**config.mk**
```make
export PLATFORM = sky130hd
export DESIGN_NAME = imem_loader
export DESIGN_NICKNAME = d
export VERILOG_FILES = /design/src/rtl/imem_loader.sv
export SDC_FILE = /design/constraint.sdc
export NUM_CORES = 1
export LEC_CHECK = 0
export ABC_AREA = 0
export CAP_MARGIN = 25
export CORE_MARGIN = 2
export CORE_UTILIZATION = 45
export CTS_CLUSTER_DIAMETER = 40
export DETAILED_ROUTE_END_ITERATION = 8
export PLACE_DENSITY = 0.76
export SYNTH_ARGS = -nofsm -noshare
export SYNTH_HDL_FRONTEND = slang
export SYNTH_SLANG_ARGS = --single-unit
```
**constraint.sdc**
```tcl
create_clock -name Clk -period 1.94 [get_ports Clk]
set_clock_uncertainty 0.15 [all_clocks]
set_input_delay 0.388 -clock Clk [delete_from_list [all_inputs] [get_ports Clk]]
set_output_delay 0.388 -clock Clk [all_outputs]
set_load 0.02 [all_outputs]
```
**src/rtl/imem_loader.sv**
```systemverilog
// ============================================================================
// imem_loader
// ----------------------------------------------------------------------------
// Writer side of the instruction memory. It accepts a framed byte stream over
// a valid/ready handshake and writes 16-bit instruction words into the
// instruction memory. While the image is being loaded, the CPU is kept stalled
// through cpu_hold. When the optional checksum is enabled, the CPU also stays
// stalled until the image has been verified.
//
// Frame: 0xA5, N, {hi, lo} x N [, checksum]
//
// Optional feature (compile-time macro):
//   IMEM_LOADER_CSUM_EN : adds a trailing checksum byte. The checksum is the
//                         XOR of all 2N data bytes. A mismatch sends the
//                         loader to the error state and the CPU stays held.
//
// Parameters:
//   DEPTH : number of instruction words; largest legal word count N
//   AW    : width of mem_addr / words_loaded
//
// Ports:
//   Clk          in   system clock, rising edge
//   Reset        in   synchronous, active-high reset
//   in_data      in   [7:0] stream byte
//   in_valid     in   in_data valid this cycle
//   in_ready     out  loader accepts a byte this cycle
//   reload       in   pulse; restarts a load from DONE or ERR
//   mem_we       out  instruction-memory write strobe, one cycle per word
//   mem_addr     out  [AW-1:0] write address
//   mem_wdata    out  [15:0] write data
//   cpu_hold     out  keeps the CPU stalled (PC held at 0)
//   done         out  image loaded and accepted
//   error        out  frame rejected
//   words_loaded out  [AW-1:0] words written in the current frame
// ============================================================================
module imem_loader #(
    parameter int DEPTH = 16,
    parameter int AW    = 16
) (
    input  logic          Clk,
    input  logic          Reset,
    input  logic [7:0]    in_data,
    input  logic          in_valid,
    output logic          in_ready,
    input  logic          reload,
    output logic          mem_we,
    output logic [AW-1:0] mem_addr,
    output logic [15:0]   mem_wdata,
    output logic          cpu_hold,
    output logic          done,
    output logic          error,
    output logic [AW-1:0] words_loaded
);

    localparam logic [7:0] MAGIC = 8'hA5;

    typedef enum logic [2:0] {
        S_IDLE  = 3'd0,
        S_COUNT = 3'd1,
        S_HI    = 3'd2,
        S_LO    = 3'd3,
`ifdef IMEM_LOADER_CSUM_EN
        S_CSUM  = 3'd4,
`endif
        S_DONE  = 3'd5,
        S_ERR   = 3'd6
    } state_t;

    state_t        r_state;
    state_t        w_next_state;

    logic          r_mem_we;
    logic [AW-1:0] r_mem_addr;
    logic [15:0]   r_mem_wdata;
    logic [AW-1:0] r_words_loaded;
    logic [7:0]    r_count;
`ifdef IMEM_LOADER_CSUM_EN
    logic [7:0]    r_acc;
`endif

    logic          w_accept;
    logic          w_last_word;
    logic          w_count_bad;

    // The handshake only depends on the state, so a byte that arrives
    // together with reload in DONE or ERR is never consumed.
    assign in_ready = (r_state != S_DONE) && (r_state != S_ERR);
    assign w_accept = in_valid && in_ready;

    // words_loaded is bumped only after the previous strobe. By the time the
    // low byte of word k is accepted, it therefore holds k-1.
    assign w_last_word = (r_words_loaded == (AW'(r_count) - AW'(1)));
    assign w_count_bad = (in_data == 8'd0) || (int'(in_data) > DEPTH);

    assign mem_we       = r_mem_we;
    assign mem_addr     = r_mem_addr;
    assign mem_wdata    = r_mem_wdata;
    assign words_loaded = r_words_loaded;
    assign done         = (r_state == S_DONE);
    assign error        = (r_state == S_ERR);
    assign cpu_hold     = (r_state != S_DONE);

    // ------------------------------------------------------------------
    // State register
    // ------------------------------------------------------------------
    always_ff @(posedge Clk) begin
        if (Reset) begin
            r_state <= S_IDLE;
        end else begin
            r_state <= w_next_state;
        end
    end

    // ------------------------------------------------------------------
    // Next-state logic
    // ------------------------------------------------------------------
    always_comb begin
        w_next_state = r_state;
        case (r_state)
            S_IDLE: begin
                if (w_accept && (in_data == MAGIC)) begin
                    w_next_state = S_COUNT;
                end
            end
            S_COUNT: begin
                if (w_accept) begin
                    w_next_state = w_count_bad ? S_ERR : S_HI;
                end
            end
            S_HI: begin
                if (w_accept) begin
                    w_next_state = S_LO;
                end
            end
            S_LO: begin
                if (w_accept) begin
`ifdef IMEM_LOADER_CSUM_EN
                    w_next_state = w_last_word ? S_CSUM : S_HI;
`else
                    w_next_state = w_last_word ? S_DONE : S_HI;
`endif
                end
            end
`ifdef IMEM_LOADER_CSUM_EN
            S_CSUM: begin
                if (w_accept) begin
                    w_next_state = (in_data == r_acc) ? S_DONE : S_ERR;
                end
            end
`endif
            S_DONE, S_ERR: begin
                if (reload) begin
                    w_next_state = S_IDLE;
                end
            end
            default: w_next_state = S_IDLE;
        endcase
    end

    // ------------------------------------------------------------------
    // Datapath registers
    // ------------------------------------------------------------------
    always_ff @(posedge Clk) begin
        if (Reset) begin
            r_mem_we       <= 1'b0;
            r_mem_addr     <= '0;
            r_mem_wdata    <= '0;
            r_words_loaded <= '0;
            r_count        <= '0;
`ifdef IMEM_LOADER_CSUM_EN
            r_acc          <= '0;
`endif
        end else begin
            r_mem_we <= 1'b0;

            // The address and count advance on the cycle after the strobe,
            // so mem_addr equals the pre-increment count while mem_we is high.
            if (r_mem_we) begin
                r_words_loaded <= r_words_loaded + AW'(1);
                r_mem_addr     <= r_mem_addr + AW'(1);
            end

            if (w_accept) begin
                case (r_state)
                    S_IDLE: begin
                        if (in_data == MAGIC) begin
                            r_words_loaded <= '0;
                            r_mem_addr     <= '0;
`ifdef IMEM_LOADER_CSUM_EN
                            r_acc          <= '0;
`endif
                        end
                    end
                    S_COUNT: begin
                        r_count <= in_data;
                    end
                    S_HI: begin
                        r_mem_wdata[15:8] <= in_data;
`ifdef IMEM_LOADER_CSUM_EN
                        r_acc             <= r_acc ^ in_data;
`endif
                    end
                    S_LO: begin
                        r_mem_wdata[7:0] <= in_data;
                        r_mem_we         <= 1'b1;
`ifdef IMEM_LOADER_CSUM_EN
                        r_acc            <= r_acc ^ in_data;
`endif
                    end
                    default: ;
                endcase
            end
        end
    end

endmodule

```
==> impl_metrics.ini <==
[clocking]
cts_num_sinks = 60
cts_tree = built
cts_buffers = 9
cts_buffer_depth = 2
hold_buffers = 0
htreeDepth = 3
clk_latency_ns = 0.34
clk_pin_slew_ns = 0.07
root_buffer = clkbuf_8

[floorplanning]
die-height_um = 83.22
pin_count = 65
start_util_pct = 47.14
fp.dieArea_um2 = 6925
core.rowCount = 28
die_x_um = 83.22
core_um2 = 5991

[worst_setup_path]
r2r_slack_ns = 0.04
regToRegEndpoint = r_state[2]$_SDFFE_PP0P_
start_kind = input pin
crit_type = input pin to flip-flop
crit_required_ns = 2.01
endpoint_kind = flip-flop
reg2reg_depth = 8
critPathArrivalTime_ns = 2.10
critPathCapture = r_state[2]$_SDFFE_PP0P_
startpoint = in_data[1]
r2r-start = r_count[1]$_SDFFE_PP0P_
path_max_fanout = 3

[sta]
holdWs_ns = 0.2515
max_freq_mhz = 494.6
grt_setup_unrepaired = true
setup_ws_ns = -0.08189
hold_viol_final = 0
tns_ns = -0.08189
worst_slew_pin_slew_ns = 0.5062
slew-limit-headroom_pct = 66.01
finalMaxSlewViolations = 0
setup_violations = 1
finalCritPeriodShare_pct = 104.2
period_minus_slack_ns = 2.022

[detailed_routing]
wl_per_cell_um = 14.36
remaining_drc_errors = 0
drt_first_pass_iters = 5
vias = 2715
wirelength_um = 7297
drtIter0Drc = 91
via_per_inst = 5.344
ant_nets = 0

[final_layout]
diodes = 0
drive_gt1_share_pct = 18.94
final_nets = 446
final_core_utilization_pct = 68.88
fin_cells = 508
area_delta_synth_final_pct = 46.12

[logic_synthesis]
yosysWarnings = 0
async_flop_share_pct = 0
synth_enable_flop_cells = 0
synth_mux_area_share_pct = 4.253
ys_top_cells_by_count = dfxtp_1, nand2_1, nor2_1, xor2_1, a21oi_1
synth_simple_gate_area_share_pct = 28.80
synth_seq_cells = 60
ys.flop_type = dfxtp_1
synth_adder_area_share_pct = 1.329
syn_area_per_cell_um2 = 8.480
ys_seq_area_share_pct = 42.53
synth_nets = 348
syn_area_um2 = 2824
syn_inst = 333
synth_xor_area_share_pct = 11.48
synth_most_common_cell = dfxtp_1
synth_top_area_cell = dfxtp_1
synthTopCellsByArea = dfxtp_1, xor2_1, nand2_1, nor2_1, mux2i_1
synth-compound-area-share_pct = 8.418
yosys.area.top_type_share_pct = 42.53
synth.distinct_cells = 47
synth_top_family_by_area = simple AND/OR/NAND/NOR gates

[placed_design]
hpwlAfterDp_um = 5027
placed_cells = 493
port_buffers = 64
place_congestion = 0.8128

[global_route]
overflow = 0
grt_use_total_pct = 20.20
antenna_found_initial = 0
grt_pass1_wl_um = 11590
grt_pass1_vias = 2624
grt_max_degree = 33

[status]
violations = setup timing
status = finished with violations

[power]
leakagePower_nw = 1.824
power_density_nw_per_um2 = 558.6
power.total_mw = 2.305
max-vdd-ir-drop_mv = 0.4448

[run]
cap_viol_max_count = 0

[worst_hold_path]
hold_path_class = input pin to flip-flop
==> critical path: stages <==
cell             delay, ns
clkdlybuf4s50_1       0.49
nor4_1                0.42
xor2_1                0.16
or4_1                 0.45
nand3_1               0.10
o311ai_1              0.09
==> where the power goes <==
part           switching (mW)  internal [mW]  leakage (nW)  total (mW)
Combinational          0.0513         0.0520          1.25       0.103
Sequential           0.000508           1.23         0.486        1.23
Clock                   0.460          0.509        0.0831       0.969
Total                   0.512           1.79          1.82        2.31
==> repair_timing <==
action / in CTS / in global routing
setup buffers: 0 / 2
pin swaps: 2 / 8
gates resized for setup: 22 / 39
endpoints found under the setup margin: 17 / 31
==> cells by family (layout without fill, tap and decap cells) <==
logic type                 count (synthesis)  after routing
buffers and inverters                     20            120
muxes                                     12             12
DFF                                       60             60
adders and majority gates                  3              3
and+or+nand+nor                          161            161
xor gates and xnor gates                  37             37
AOI/OAI and AO/OA                         40             40
==> worst min path at each step <==
stage                                   start  cells past startpoint  slack, ns                   endpoint
finish                             in_data[2]                      3       0.25    r_count[2]$_SDFFE_PP0P_
CTS                 mem_wdata[2]$_SDFFE_PP0P_                      2       0.31  mem_wdata[2]$_SDFFE_PP0P_
floorplan             r_count[7]$_SDFFE_PP0P_                      2       0.31    r_count[7]$_SDFFE_PP0P_
global route                       in_data[2]                      3       0.26    r_count[2]$_SDFFE_PP0P_
global placement    mem_wdata[1]$_SDFFE_PP0P_                      2       0.30  mem_wdata[1]$_SDFFE_PP0P_
detailed placement  mem_wdata[2]$_SDFFE_PP0P_                      2       0.30  mem_wdata[2]$_SDFFE_PP0P_
==> area by class of cell <==
type                            instances  area [um2]
Clock inverter                          2       12.51
Tap cell                               75       93.84
Sequential cell                        60        1207
Inverter                                5       18.77
Multi-Input combinational cell        253        1665
Clock buffer                           11       151.4
Timing Repair Buffer                  102       977.2
Fill cell                             456        1864
==> registers in the layout, indices dropped and copies added (netlist names) <==
| register | flops |
|---|---|
| mem_addr | 16 |
| mem_wdata | 16 |
| mem_we | 1 |
| r_count | 8 |
| r_state | 3 |
| words_loaded | 16 |
==> cell usage in the layout, fill, tap and decap left out, types with 5 or more instances in the layout <==
cell / synthesis / layout
dfxtp_1: 60 / 55
nand2_1: 49 / 49
nor2_1: 46 / 45
clkdlybuf4s50_1: 0 / 38
buf_4: 1 / 34
xor2_1: 25 / 24
a21oi_1: 19 / 19
nand3_1: 13 / 13
mux2i_1: 12 / 12
dlymetal6s2s_1: 0 / 12
xnor2_1: 12 / 11
clkbuf_8: 0 / 11
dlygate4sd2_1: 0 / 11
nand4_1: 10 / 10
and4_1: 5 / 5
dfxtp_2: 0 / 5
==> routing by layer <==
metal | wire length [um] | part of all wire, % | vias to the layer above | global-route usage [%]
li1 | - | - | 1337 | -
met1 | 3078 | 42 | 1299 | 25.31
met2 | 3781 | 52 | 67 | 33.14
met3 | 311 | 4.3 | 12 | 4.672
met4 | 125 | 1.7 | 0 | 8.793
met5 | 0 | 0 | - | 0
==> through the flow <==
| step | cell area [um2] | worst slack, ns |
|---|---|---|
| 2_1_floorplan | 2825 | 0.04358 |
| 3_3_place_gp | 3796 | -0.2570 |
| 3_5_place_dp | 3796 | -0.3217 |
| 4_1_cts | 3975 | 0.002254 |
| 5_1_grt | 4126 | -0.1216 |
| 6_report | 4126 | -0.08189 |
No activity file was read; power rests on OpenSTA's default activity.
